===== config.mk =====
export PLATFORM = sky130hd
export DESIGN_NAME = clkdiv_period_meter_flat
export DESIGN_NICKNAME = d
export VERILOG_FILES = /design/src/rtl/clkdiv_period_meter_pkg.sv /design/src/rtl/clkdiv_period_meter_if.sv /design/src/rtl/clkdiv_period_meter_sync_edge.sv /design/src/rtl/clkdiv_period_meter.sv /design/src/flat_wrapper.sv
export SDC_FILE = /design/constraint.sdc
export NUM_CORES = 1
export LEC_CHECK = 0
export ABC_AREA = 1
export BUFFER_PORTS_ARGS = -buffer_cell sky130_fd_sc_hd__buf_2
export CORE_AREA = 2 2 87 89
export DETAILED_ROUTE_END_ITERATION = 12
export DIE_AREA = 0 0 89 91
export GPL_TIMING_DRIVEN = 0
export HOLD_SLACK_MARGIN = 0.03
export PLACE_DENSITY_LB_ADDON = 0.25
export SLEW_MARGIN = 20
export SYNTH_ARGS = -nofsm -noshare
export SYNTH_HDL_FRONTEND = slang
export SYNTH_SLANG_ARGS = --single-unit

===== constraint.sdc =====
create_clock -name i_clk -period 4.9 [get_ports i_clk]
set_input_delay 0.245 -clock i_clk [delete_from_list [all_inputs] [get_ports i_clk]]
set_output_delay 0.245 -clock i_clk [all_outputs]
set_load 0.005 [all_outputs]

===== src/rtl/clkdiv_period_meter_pkg.sv =====
// rtl/clkdiv_period_meter_pkg.sv - shared types and default sizing for the divided-clock period meter
package clkdiv_pkg;

    localparam int DEF_CNT_W       = 16;
    localparam int DEF_LOCK_N      = 4;
    localparam int DEF_SYNC_STAGES = 2;
    localparam int CNT_MAX         = 2**DEF_CNT_W - 1;

    typedef enum logic [1:0] {
        IDLE  = 2'd0,
        MEAS  = 2'd1,
        STUCK = 2'd2
    } state_e;

    // Match counter must hold 0..LOCK_N inclusive.
    function automatic int match_w(input int lock_n);
        return (lock_n < 1) ? 1 : $clog2(lock_n + 1);
    endfunction

endpackage


===== src/rtl/clkdiv_period_meter_if.sv =====
// rtl/clkdiv_period_meter_if.sv - divided-clock input and measurement result bundle
interface clkdiv_period_meter_if
    import clkdiv_pkg::*;
#(
    parameter int CNT_W = DEF_CNT_W
);

    logic             i_div_clk;
    logic             o_valid;
    logic [CNT_W-1:0] o_period;
    logic [CNT_W-1:0] o_high;
    logic             o_lock;
    logic             o_stuck;

    modport master (
        input  i_div_clk,
        output o_valid,
        output o_period,
        output o_high,
        output o_lock,
        output o_stuck
    );

    modport slave (
        output i_div_clk,
        input  o_valid,
        input  o_period,
        input  o_high,
        input  o_lock,
        input  o_stuck
    );

endinterface


===== src/rtl/clkdiv_period_meter_sync_edge.sv =====
// rtl/clkdiv_period_meter_sync_edge.sv - input synchronizer with registered rise/fall pulses
module clkdiv_sync_edge
    import clkdiv_pkg::*;
#(
    parameter int SYNC_STAGES = DEF_SYNC_STAGES
) (
    input  logic i_clk,
    input  logic i_rst,
    input  logic i_d,
    output logic o_rise,
    output logic o_fall
);

    logic [SYNC_STAGES-1:0] sync_q;
    logic                   dly_q;
    logic                   sync_lvl;

    assign sync_lvl = sync_q[SYNC_STAGES-1];

    always_ff @(posedge i_clk) begin
        if (i_rst) begin
            sync_q <= '0;
            dly_q  <= 1'b0;
            o_rise <= 1'b0;
            o_fall <= 1'b0;
        end else begin
            sync_q <= {sync_q[SYNC_STAGES-2:0], i_d};
            dly_q  <= sync_lvl;
            o_rise <= sync_lvl & ~dly_q;
            o_fall <= ~sync_lvl & dly_q;
        end
    end

endmodule


===== src/rtl/clkdiv_period_meter.sv =====
// rtl/clkdiv_period_meter.sv - measures divided-clock period and high time in source-clock cycles
// and reports lock and stuck status.
module clkdiv_period_meter
    import clkdiv_pkg::*;
#(
    parameter int CNT_W       = DEF_CNT_W,
    parameter int LOCK_N      = DEF_LOCK_N,
    parameter int SYNC_STAGES = DEF_SYNC_STAGES
) (
    input logic                   i_clk,
    input logic                   i_rst,
    clkdiv_period_meter_if.master meas
);

    localparam int               MW         = match_w(LOCK_N);
    localparam logic [MW-1:0]    MATCH_FULL = MW'(LOCK_N);
    localparam logic [MW-1:0]    MATCH_ONE  = MW'(1);
    localparam logic [CNT_W-1:0] CNT_ONE    = CNT_W'(1);
    localparam logic [CNT_W-1:0] CNT_SAT    = '1;

    state_e           state_q, state_d;
    logic [CNT_W-1:0] per_cnt_q, per_cnt_d;
    logic [CNT_W-1:0] hi_cnt_q, hi_cnt_d;
    logic [CNT_W-1:0] hi_lat_q, hi_lat_d;
    logic             hi_run_q, hi_run_d;
    logic [MW-1:0]    match_q, match_d;
    logic             valid_q, valid_d;
    logic [CNT_W-1:0] period_q, period_d;
    logic [CNT_W-1:0] high_q, high_d;
    logic             lock_q, lock_d;
    logic             stuck_q, stuck_d;

    logic             rise;
    logic             fall;
    logic             per_sat;
    logic             same_meas;

    clkdiv_sync_edge #(
        .SYNC_STAGES (SYNC_STAGES)
    ) u_sync_edge (
        .i_clk  (i_clk),
        .i_rst  (i_rst),
        .i_d    (meas.i_div_clk),
        .o_rise (rise),
        .o_fall (fall)
    );

    assign per_sat   = (per_cnt_q == CNT_SAT);
    assign same_meas = (per_cnt_q == period_q) && (hi_lat_q == high_q);

    always_ff @(posedge i_clk) begin
        if (i_rst) begin
            state_q   <= IDLE;
            per_cnt_q <= '0;
            hi_cnt_q  <= '0;
            hi_lat_q  <= '0;
            hi_run_q  <= 1'b0;
            match_q   <= '0;
            valid_q   <= 1'b0;
            period_q  <= '0;
            high_q    <= '0;
            lock_q    <= 1'b0;
            stuck_q   <= 1'b0;
        end else begin
            state_q   <= state_d;
            per_cnt_q <= per_cnt_d;
            hi_cnt_q  <= hi_cnt_d;
            hi_lat_q  <= hi_lat_d;
            hi_run_q  <= hi_run_d;
            match_q   <= match_d;
            valid_q   <= valid_d;
            period_q  <= period_d;
            high_q    <= high_d;
            lock_q    <= lock_d;
            stuck_q   <= stuck_d;
        end
    end

    // A rise always wins over saturation, so a period of exactly CNT_SAT is still reported.
    always_comb begin
        state_d = state_q;
        case (state_q)
            IDLE: begin
                if (rise) begin
                    state_d = MEAS;
                end else if (per_sat) begin
                    state_d = STUCK;
                end
            end
            MEAS: begin
                if (!rise && per_sat) begin
                    state_d = STUCK;
                end
            end
            STUCK: begin
                if (rise) begin
                    state_d = MEAS;
                end
            end
            default: state_d = IDLE;
        endcase
    end

    always_comb begin
        per_cnt_d = per_cnt_q;
        hi_cnt_d  = hi_cnt_q;
        hi_lat_d  = hi_lat_q;
        hi_run_d  = hi_run_q;
        match_d   = match_q;
        valid_d   = 1'b0;
        period_d  = period_q;
        high_d    = high_q;
        lock_d    = lock_q;
        stuck_d   = stuck_q;

        if (rise) begin
            // Only a rise inside MEAS closes a full period; from IDLE/STUCK it just starts one.
            if (state_q == MEAS) begin
                valid_d  = 1'b1;
                period_d = per_cnt_q;
                high_d   = hi_lat_q;
                if ((match_q != '0) && same_meas) begin
                    match_d = (match_q == MATCH_FULL) ? MATCH_FULL : match_q + MATCH_ONE;
                end else begin
                    match_d = MATCH_ONE;
                end
                lock_d = (match_d == MATCH_FULL);
            end
            per_cnt_d = CNT_ONE;
            hi_cnt_d  = CNT_ONE;
            hi_run_d  = 1'b1;
            stuck_d   = 1'b0;
        end else if (state_q != STUCK) begin
            if (per_sat) begin
                stuck_d   = 1'b1;
                lock_d    = 1'b0;
                match_d   = '0;
                per_cnt_d = '0;
                hi_cnt_d  = '0;
                hi_lat_d  = '0;
                hi_run_d  = 1'b0;
            end else begin
                per_cnt_d = per_cnt_q + CNT_ONE;
                if (state_q == MEAS) begin
                    if (hi_run_q) begin
                        hi_cnt_d = hi_cnt_q + CNT_ONE;
                    end
                    if (fall) begin
                        hi_run_d = 1'b0;
                        hi_lat_d = hi_cnt_q;
                    end
                end
            end
        end
    end

    assign meas.o_valid  = valid_q;
    assign meas.o_period = period_q;
    assign meas.o_high   = high_q;
    assign meas.o_lock   = lock_q;
    assign meas.o_stuck  = stuck_q;

endmodule

===== src/flat_wrapper.sv =====
// flat-port wrapper written by rule: the top's interface ports become plain ports
module clkdiv_period_meter_flat import clkdiv_pkg::*;
#(
    parameter int CNT_W       = DEF_CNT_W,
    parameter int LOCK_N      = DEF_LOCK_N,
    parameter int SYNC_STAGES = DEF_SYNC_STAGES
)
  (i_clk, i_rst, meas_i_div_clk, meas_o_valid, meas_o_period, meas_o_high, meas_o_lock, meas_o_stuck);
  clkdiv_period_meter_if #(.CNT_W(CNT_W)) meas_i ();
  input logic i_clk;
  input logic i_rst;
  input wire logic [$bits(meas_i.i_div_clk)-1:0] meas_i_div_clk;
  output wire logic [$bits(meas_i.o_valid)-1:0] meas_o_valid;
  output wire logic [$bits(meas_i.o_period)-1:0] meas_o_period;
  output wire logic [$bits(meas_i.o_high)-1:0] meas_o_high;
  output wire logic [$bits(meas_i.o_lock)-1:0] meas_o_lock;
  output wire logic [$bits(meas_i.o_stuck)-1:0] meas_o_stuck;
  assign meas_i.i_div_clk = meas_i_div_clk;
  assign meas_o_valid = meas_i.o_valid;
  assign meas_o_period = meas_i.o_period;
  assign meas_o_high = meas_i.o_high;
  assign meas_o_lock = meas_i.o_lock;
  assign meas_o_stuck = meas_i.o_stuck;
  clkdiv_period_meter #(.CNT_W(CNT_W), .LOCK_N(LOCK_N), .SYNC_STAGES(SYNC_STAGES)) u_core (.i_clk(i_clk), .i_rst(i_rst), .meas(meas_i));
endmodule

# ---- Yosys cells after proc, flatten, opt, wreduce, memory -nomap -nowiden
# Cells that the tools add are included.
dict set report totals {
  reg_bits 94
  latch_bits 0
  mem_bits_rw 0
  rom_bits 0
  input_bits 3
  out_inout_bits 35
  wordCells 95
  mem_count 0
}
dict set report op_classes {
  addsub 3
  n_mul 0
  n_div 0
  order_cmp 0
  eq_ne 12
  shift 0
  n_mux 34
  bitwise 5
  reduce_logical 24
}
# cell count
set op_table {}
lappend op_table {{2-to-1 mux 16 bit} 7}
lappend op_table {{adder 16 x 1 -> 16 bit, second input constant} 2}
lappend op_table {{== test 16 bit} 2}
lappend op_table {{2-to-1 mux 3 bit} 8}
lappend op_table {{== test 16 bit, second input constant} 1}
lappend op_table {{AND reduction 3 bit} 5}
lappend op_table {{2-to-1 mux 1 bit} 14}
lappend op_table {{nonzero test 3 bit} 4}
lappend op_table {{nonzero test 2 bit} 5}
lappend op_table {{2-to-1 mux 2 bit} 4}
lappend op_table {{== test 3 bit, second input constant} 2}
lappend op_table {{one-hot mux 2 bit (3 select lines)} 1}
lappend op_table {{inequality test 2 x 1 -> 1 bit, second input constant} 2}
lappend op_table {{inequality test 2 bit, second input constant} 2}
lappend op_table {{AND reduction 2 bit} 2}
lappend op_table {{AND reduction 4 bit} 1}
lappend op_table {{OR reduction 2 bit} 2}
lappend op_table {{adder 3 x 1 -> 3 bit, second input constant} 1}
lappend op_table {{logical AND 1 bit} 3}
lappend op_table {{inequality test 3 x 2 -> 1 bit, second input constant} 1}
lappend op_table {{inverter 1 bit} 3}
lappend op_table {{AND 1 bit} 2}
lappend op_table {{== test 2 x 1 -> 1 bit, second input constant} 1}
lappend op_table {{== test 2 bit, second input constant} 1}
lappend op_table {{other kinds (2)} 2}

# ---- Logic depth before layout (Yosys ltp)
# Gate-level depths: netlist of the first run.
dict set report depth {
  depth_word 9
  mapped_depth 12
  ltp_nobuf 12
}

# ---- By module
# A second synthesis of the first run with hierarchy kept.
dict set report hier_totals {
  cells_unflattened 620
  hier_area_um2 4488.1
}
# module instances cells_each area_each_um2 seq_area_each_um2
set modules_own_cells {}
lappend modules_own_cells {clkdiv_period_meter 1 605 4347.9 1781.7}
lappend modules_own_cells {clkdiv_sync_edge 1 15 140.1 100.1}

# ---- Least setup slack after synthesis of the first run
# Ideal clock, no wire load.
dict set report synth_path {
  path_kind {register -> register}
  startpoint {register u_core.per_cnt_q[0]}
  endpoint {register u_core.hi_cnt_q[12]}
  t_arrival_ns 1.523
  required_time_ns 4.768
  path_slack_ns 3.245
  stages_incl_launch_ff 12
  path_buffers 1
  period_less_slack_ns 1.655
  cell_sequence {dfxtp_1 -> ha_1 -> nand2_1 -> nor2_1 -> nand2_1 -> nor2_2 -> nand2_2 -> nand2_4 -> nand2_2 -> buf_6 -> nand2_1 -> a21oi_1}
}
dict set report synth_via {
  elab_chain_cells 3
  word_cells_on_any_way 5
  classes_between {eq/ne: 1; mux: 1; reduce/logical: 3}
}
# item line_no
set synth_lines {}
lappend synth_lines {{from (decl)} clkdiv_period_meter.sv:22} ;# logic [CNT_W-1:0] per_cnt_q, per_cnt_d;
lappend synth_lines {{from (signal assigned)} clkdiv_period_meter.sv:66} ;# per_cnt_q <= per_cnt_d;
lappend synth_lines {{== test 16 bit (*)} clkdiv_period_meter.sv:48} ;# assign per_sat = (per_cnt_q == CNT_SAT);
lappend synth_lines {{nonzero test 2 bit (no line)} --}
lappend synth_lines {{AND reduction 3 bit (no line)} --}
lappend synth_lines {{to (signal assigned)} clkdiv_period_meter.sv:67} ;# hi_cnt_q <= hi_cnt_d;
lappend synth_lines {{to (decl)} clkdiv_period_meter.sv:23} ;# logic [CNT_W-1:0] hi_cnt_q, hi_cnt_d;
# Mark *: on every way between the ends. The rest lies on a longest branch, timed or not.
# A chain may end at the register's enable or synchronous reset.

# ---- Worst setup path in the final report of the first run
dict set report layout_path {
  startpoint {register u_core.per_cnt_q[0]}
  endpoint {register u_core.hi_cnt_q[8]}
}
# The elaborated chain is that of the path after synthesis.

==> impl_metrics.env, run 1 <==
export IMPL_fmax_mhz=470
export IMPL_final_cell_mix="137 x nand2_1, 94 x dfxtp_1, 91 x inv_1"
export IMPL_synth_top_family_by_area="simple AND/OR/NAND/NOR gates"
export IMPL_finalSetupViolations=0
export IMPL_crit_slowest_cell="dfxtp_1"
export IMPL_grt_max_degree=16
export IMPL_worstPathMaxFanout=10
export IMPL_crit_chain="ha_1, nand2_1, nor2_1, nand2_1, nor2_2, nand2_2, nand2_2, inv_1, nand2_1, nor2_1"
export IMPL_rsz0062_at_grt="no"
export IMPL_slowest_delay_ns=0.45
export IMPL_powerDensity_nw_per_um2=278
export IMPL_drtAntennaViolNets=0
export IMPL_p_sw_frac=0.233
export IMPL_critPathRequiredTime_ns=5.17
export IMPL_clock_path_buffers=2
export IMPL_holdPathStages=3
export IMPL_nNetsFinal=679
export IMPL_cts_tree="yes"
export IMPL_startpoint_type="register"
export IMPL_worstReg2RegStart="u_core.per_cnt_q[0]"
export IMPL_fin_crit_sh=0.434
export IMPL_io_buffers=37
export IMPL_grt_pass1_wl_um=19000
export IMPL_reg2reg_slack_ns=2.77
export IMPL_cts_clk_slew_worst_paths_ns=0.09
export IMPL_peakVddDrop_v=0.000190
export IMPL_crit_path_frequent_cell="nand2_1"
export IMPL_holdPathEnd="u_core.u_sync_edge.sync_q[0]"
export IMPL_die_h_um=91
export IMPL_synth_top_cell_area_share=0.418
export IMPL_ys_types=37
export IMPL_routed_wirelength_um=11800
export IMPL_ys_seq_area_frac=0.418
export IMPL_outcome="completed"
export IMPL_clock_latency_ns=0.37
export IMPL_grt_usage=0.305
export IMPL_ys_warn_count=0
export IMPL_p_clk_frac=0.406
export IMPL_drv_slew=0
export IMPL_period_needed_ns=2.13
export IMPL_ys_seq_elements=94
export IMPL_final_hold_viol_count=0
export IMPL_wl_per_cell_um=15.2
export IMPL_drcViolationCount=0
export IMPL_num_vias=4310
export IMPL_antenna_found_initial=0
export IMPL_register_area_um2=1880
export IMPL_path_class="reg -> reg"
export IMPL_syn_avg_cell_area_um2=7.21
export IMPL_final_common_cell="nand2_1"
export IMPL_clkSinkCount=94
export IMPL_synth_compound_area_share=0.152
export IMPL_power_frac_seq=0.555
export IMPL_syn_nets=631
export IMPL_synth_simple_area_share=0.272
export IMPL_yosys_area_top_type="dfxtp_1"
export IMPL_syn_cell_area_um2=4500
export IMPL_io_pins=38
export IMPL_area_delta_synth_final_pct=11.6
export IMPL_placementRows=31
export IMPL_cts_root_buf="clkbuf_8"
export IMPL_cts_made_buffers=9
export IMPL_synthCells=624
export IMPL_synth_ff_type="dfxtp_1"
export IMPL_fin_tns_setup_ns=0
export IMPL_rr_worst_depth=10
export IMPL_initial_utilization=0.630
export IMPL_stdcell_count=776
export IMPL_fin_worst_skew_ns=0.00762
export IMPL_synth_fa_ha_area_frac=0.0111
export IMPL_synth_area_leaders="dfxtp_1 42%, nand2_1 11%, inv_1 7.6%, a21oi_1 5.9%, nor2_1 5.4%"
export IMPL_cts_resized=0
export IMPL_worst_slew_pin_slew_ns=0.716
export IMPL_startpoint="u_core.per_cnt_q[0]"
export IMPL_critPathArrivalTime_ns=2.39
export IMPL_gp_congestion=0.919
export IMPL_grt_pass1_vias=3854
export IMPL_place_inst=760
export IMPL_grt_overflow=0
export IMPL_drive_gt1_frac=0.117
export IMPL_multi_input_area_um2=2170
export IMPL_synthArstFlopShare=0
export IMPL_p_switching_mw=0.326
export IMPL_drtPass1Iterations=5
export IMPL_synthMuxAreaShare=0
export IMPL_max_cap_violations=0
export IMPL_rr_endpoint="u_core.hi_cnt_q[8]"
export IMPL_diodes=0
export IMPL_relSlewSlack=0.523
export IMPL_htreeDepth=3
export IMPL_worstSetupEndpointType="register"
export IMPL_hp_class="in -> reg"
export IMPL_vias_per_cell=5.55
export IMPL_hold_buffers=0
export IMPL_synth_edf_count=0
export IMPL_die_area_um2=8100
export IMPL_fill_cells=633
export IMPL_hpwlAfterDp_um=8620
export IMPL_intPower_mw=1.07
export IMPL_die_w_um=89
export IMPL_yosys_area_share_xor_xnor=0.0487
export IMPL_p_comb_frac=0.040
export IMPL_post_cts_buffers=0
export IMPL_hold_path_startpoint="meas_i_div_clk"
export IMPL_leakage_nw=2.06
export IMPL_design_core_area_um2=7140
export IMPL_first_iter_violations=369
-- logic make-up after synthesis --
family,Yosys count
compound gates,119
fa+ha+maj,4
xor+xnor,25
simple gates,270
flops,94
buf+inv,112
-- critical path: cells and delay by family, from the launching register on --
kind | cells | cell delay, ns
adder cells (fa/ha/maj) | 1 | 0.29
buffers and inverters | 1 | 0.14
flip-flops | 1 | 0.45
AND/OR/NAND/NOR | 8 | 1.15
-- metrics by stage --
| step | total power, mW | setup WS, ns | instance area [µm²] | util | hold slack (ns) |
|---|---|---|---|---|---|
| finish | 1.40 | 2.77 | 5020 | 0.704 | 0.0816 |
| global route | 1.44 | 2.62 | 5020 | 0.704 | 0.0824 |
| CTS | 1.40 | 2.80 | 5020 | 0.704 | 0.0792 |
| detailed placement | 0.846 | 2.85 | 4810 | 0.674 | 0.407 |
| global placement | 0.844 | 2.94 | 4810 | 0.674 | 0.394 |
| floorplan | 0.827 | 3.25 | 4500 | - | 0.352 |
-- per-layer routing --
| layer | routed length [µm] | track usage | up-vias |
|---|---|---|---|
| met5 | 0 | 0 | - |
| met4 | 348 | 0.113 | 0 |
| met3 | 1060 | 0.0518 | 36 |
| met2 | 5380 | 0.478 | 237 |
| met1 | 5010 | 0.421 | 1917 |
| li1 | - | - | 2120 |
-- registers in the layout, summed over array words and instances, names as in the netlist --
name	cells
u_core.hi_run_q	1
u_core.hi_cnt_q	16
u_core.meas.o_period	16
u_core.meas.o_stuck	1
u_core.meas.o_high	16
u_core.u_sync_edge.sync_q	2
u_core.meas.o_lock	1
u_core.u_sync_edge.dly_q	1
u_core.u_sync_edge.o_rise	1
u_core.state_q	2
u_core.match_q	3
u_core.u_sync_edge.o_fall	1
u_core.hi_lat_q	16
u_core.meas.o_valid	1
u_core.per_cnt_q	16
-- power groups by stage --
stage	clock (mW)	combinational, mW	sequential [mW]
after floorplan	0	0.0367	0.791
after global placement	0	0.0516	0.792
after detailed placement	0	0.0533	0.792
final	0.567	0.0554	0.775
after global routing	0.603	0.0605	0.776
after CTS	0.567	0.0539	0.775
-- worst max-delay path by stage --
stage / endpoint / slack, ns
floorplan: u_core.hi_cnt_q[12] / 3.25
global placement: u_core.hi_cnt_q[13] / 2.94
detailed placement: u_core.hi_cnt_q[14] / 2.85
CTS: u_core.hi_cnt_q[13] / 2.80
global route: u_core.hi_cnt_q[12] / 2.62
finish: u_core.hi_cnt_q[8] / 2.77
-- Yosys cell counts, types with 11 or more instances --
cell type and instances:
nand4_1 11, inv_1 91, xor2_1 16, a21oi_1 53, nand3_1 21, o32ai_1 16
dfxtp_1 94, nor2_1 65, o21ai_0 41, nand2_1 137, nor3_1 16, clkbuf_1 11
-- final cells by class --
cell class / instances / area share
inverters: 96 / 0.0722
plain buffers: 16 / 0.0159
flip-flops and latches: 94 / 0.375
multi-input cells: 418 / 0.433
well taps: 99 / 0.0247
clock buffers: 10 / 0.0254
clock inverters: 6 / 0.0172
repair buffers: 37 / 0.0369
(Power assumes the default switching activity.)
==> run 2: changes to the inputs <==
- CORE_AREA: 2 2 87 89 -> 2 2 95 97
- DIE_AREA: 0 0 89 91 -> 0 0 97 99
- clock period: 4.9 -> 1.8 ns (I/O delays scaled with it)
==> run 2 against run 1 <==
- setup slack got worse by 2.7 ns
- count of clock-buffer cells in the layout fell by 1
- design area rose by 2.1%
- sequential power rose to 2.7 times the previous value
- core utilization fell by 10 points
- register-to-register slack got worse by 2.7 ns
- via count fell by 1.5%
- largest power group unchanged
==> impl_metrics.env, run 2 (synthesis gave the netlist of run 1 again) <==
export IMPL_cts_root_buf="clkbuf_8"
export IMPL_drtPass1Iterations=5
export IMPL_outcome="completed"
export IMPL_wl_per_cell_um=14.8
export IMPL_p_switching_mw=0.937
export IMPL_cts_clk_slew_worst_paths_ns=0.10
export IMPL_nNetsFinal=685
export IMPL_period_needed_ns=1.73
export IMPL_finalSetupViolations=0
export IMPL_die_h_um=99
export IMPL_drtAntennaViolNets=0
export IMPL_rr_worst_depth=8
export IMPL_leakage_nw=2.09
export IMPL_grt_usage=0.249
export IMPL_grt_pass1_vias=4011
export IMPL_final_hold_viol_count=0
export IMPL_routed_wirelength_um=11700
export IMPL_worst_slew_pin_slew_ns=0.620
export IMPL_holdPathStages=4
export IMPL_hold_path_startpoint="i_rst"
export IMPL_io_pins=38
export IMPL_worstSetupEndpointType="register"
export IMPL_relSlewSlack=0.587
export IMPL_placementRows=34
export IMPL_worstPathMaxFanout=10
export IMPL_grt_max_degree=18
export IMPL_die_area_um2=9600
export IMPL_holdWs_ns=0.163
export IMPL_power_frac_seq=0.587
export IMPL_powerDensity_nw_per_um2=701
export IMPL_num_vias=4246
export IMPL_worstReg2RegStart="u_core.per_cnt_q[13]"
export IMPL_initial_utilization=0.526
export IMPL_fin_worst_skew_ns=0.0133
export IMPL_hpwlAfterDp_um=8710
export IMPL_startpoint_type="register"
export IMPL_stdcell_area_um2=5130
export IMPL_p_comb_frac=0.043
export IMPL_p_sw_frac=0.261
export IMPL_fin_crit_sh=0.960
export IMPL_area_delta_synth_final_pct=13.9
export IMPL_p_clk_frac=0.370
export IMPL_critPathRequiredTime_ns=2.05
export IMPL_place_inst=769
export IMPL_clock_path_buffers=2
export IMPL_stdcell_count=791
export IMPL_final_cell_mix="136 x nand2_1, 90 x inv_1, 83 x dfxtp_1"
export IMPL_grt_overflow=0
export IMPL_drive_gt1_frac=0.160
export IMPL_clkSinkCount=94
export IMPL_fmax_mhz=579
export IMPL_drv_slew=0
export IMPL_pre_cts_ws_ns=-0.210
export IMPL_setup_ws_ns=0.0715
export IMPL_critPathArrivalTime_ns=1.98
export IMPL_htreeDepth=3
export IMPL_intPower_mw=2.66
export IMPL_max_cap_violations=0
export IMPL_peakVddDrop_v=0.000372
export IMPL_vias_per_cell=5.37
export IMPL_antenna_found_initial=0
export IMPL_path_class="reg -> reg"
export IMPL_fill_cells=790
export IMPL_cts_made_buffers=9
export IMPL_final_common_cell="nand2_1"
export IMPL_diodes=0
export IMPL_io_buffers=37
export IMPL_placedInstanceArea_um2=4820
export IMPL_drcViolationCount=0
export IMPL_grt_pass1_wl_um=19100
export IMPL_first_iter_violations=249
export IMPL_cts_tree="yes"
export IMPL_clock_latency_ns=0.38
export IMPL_startpoint="u_core.per_cnt_q[13]"
export IMPL_die_w_um=97
export IMPL_gp_congestion=0.898
export IMPL_hp_class="in -> reg"
export IMPL_design_core_area_um2=8550
-- run 2: timing repair --
action | CTS | global route
pin swaps | 1 | 7
hold buffers | 1 | 0
endpoints found under the setup margin | 54 | 61
setup buffers | 1 | 4
resized for setup | 10 | 23
hold endpoints to repair | 1 | 0
-- run 2: final cells by class --
| type | count | area (µm²) | area share |
|---|---|---|---|
| Inverter | 96 | 363 | 0.0708 |
| Clock inverter | 7 | 55.1 | 0.0107 |
| Sequential cell | 94 | 1910 | 0.372 |
| Clock buffer | 9 | 124 | 0.0242 |
| Tap cell | 108 | 135 | 0.0264 |
| Multi-Input combinational cell | 418 | 2230 | 0.434 |
| Timing Repair Buffer | 43 | 233 | 0.0454 |
| Buffer | 16 | 83.8 | 0.0164 |
-- run 2: final timing paths --
kind,to,slack (ns)
hold reg to reg,u_core.u_sync_edge.sync_q[1],0.41
setup / recovery,u_core.hi_lat_q[9],0.07
hold / removal,u_core.meas.o_high[9],0.16
setup reg to reg,u_core.hi_lat_q[9],0.07
-- run 2: worst max-delay path: stages (launching register included) --
cell,delay (ns)
dfxtp_4,0.38
nand2_1,0.10
nor3_4,0.30
nand2_4,0.13
nor2_4,0.15
nand3_2,0.14
nand3_4,0.15
buf_6,0.17
o32ai_1,0.08
-- run 2: stage by stage --
stage | total power, mW | utilization | setup TNS, ns
finish | 3.59 | 0.600 | 0
detailed placement | 2.30 | 0.564 | -3.96
global route | 3.71 | 0.600 | -0.0571
CTS | 3.60 | 0.590 | 0
global placement | 2.30 | 0.564 | -3.08
floorplan | 2.25 | - | 0
-- run 2: power groups by stage --
stage | Clock [mW] | Combinational, mW | Sequential [mW]
2_1_floorplan | 0 | 0.0999 | 2.15
3_5_place_dp | 0 | 0.145 | 2.16
6_report | 1.33 | 0.155 | 2.11
4_1_cts | 1.34 | 0.150 | 2.11
5_1_grt | 1.43 | 0.173 | 2.11
3_3_place_gp | 0 | 0.142 | 2.16
-- run 2: per-layer routing --
metal	GRT usage	routed length, µm
met1	0.328	5370
met2	0.412	5270
met3	0.0411	754
met4	0.0986	308
met5	0	0
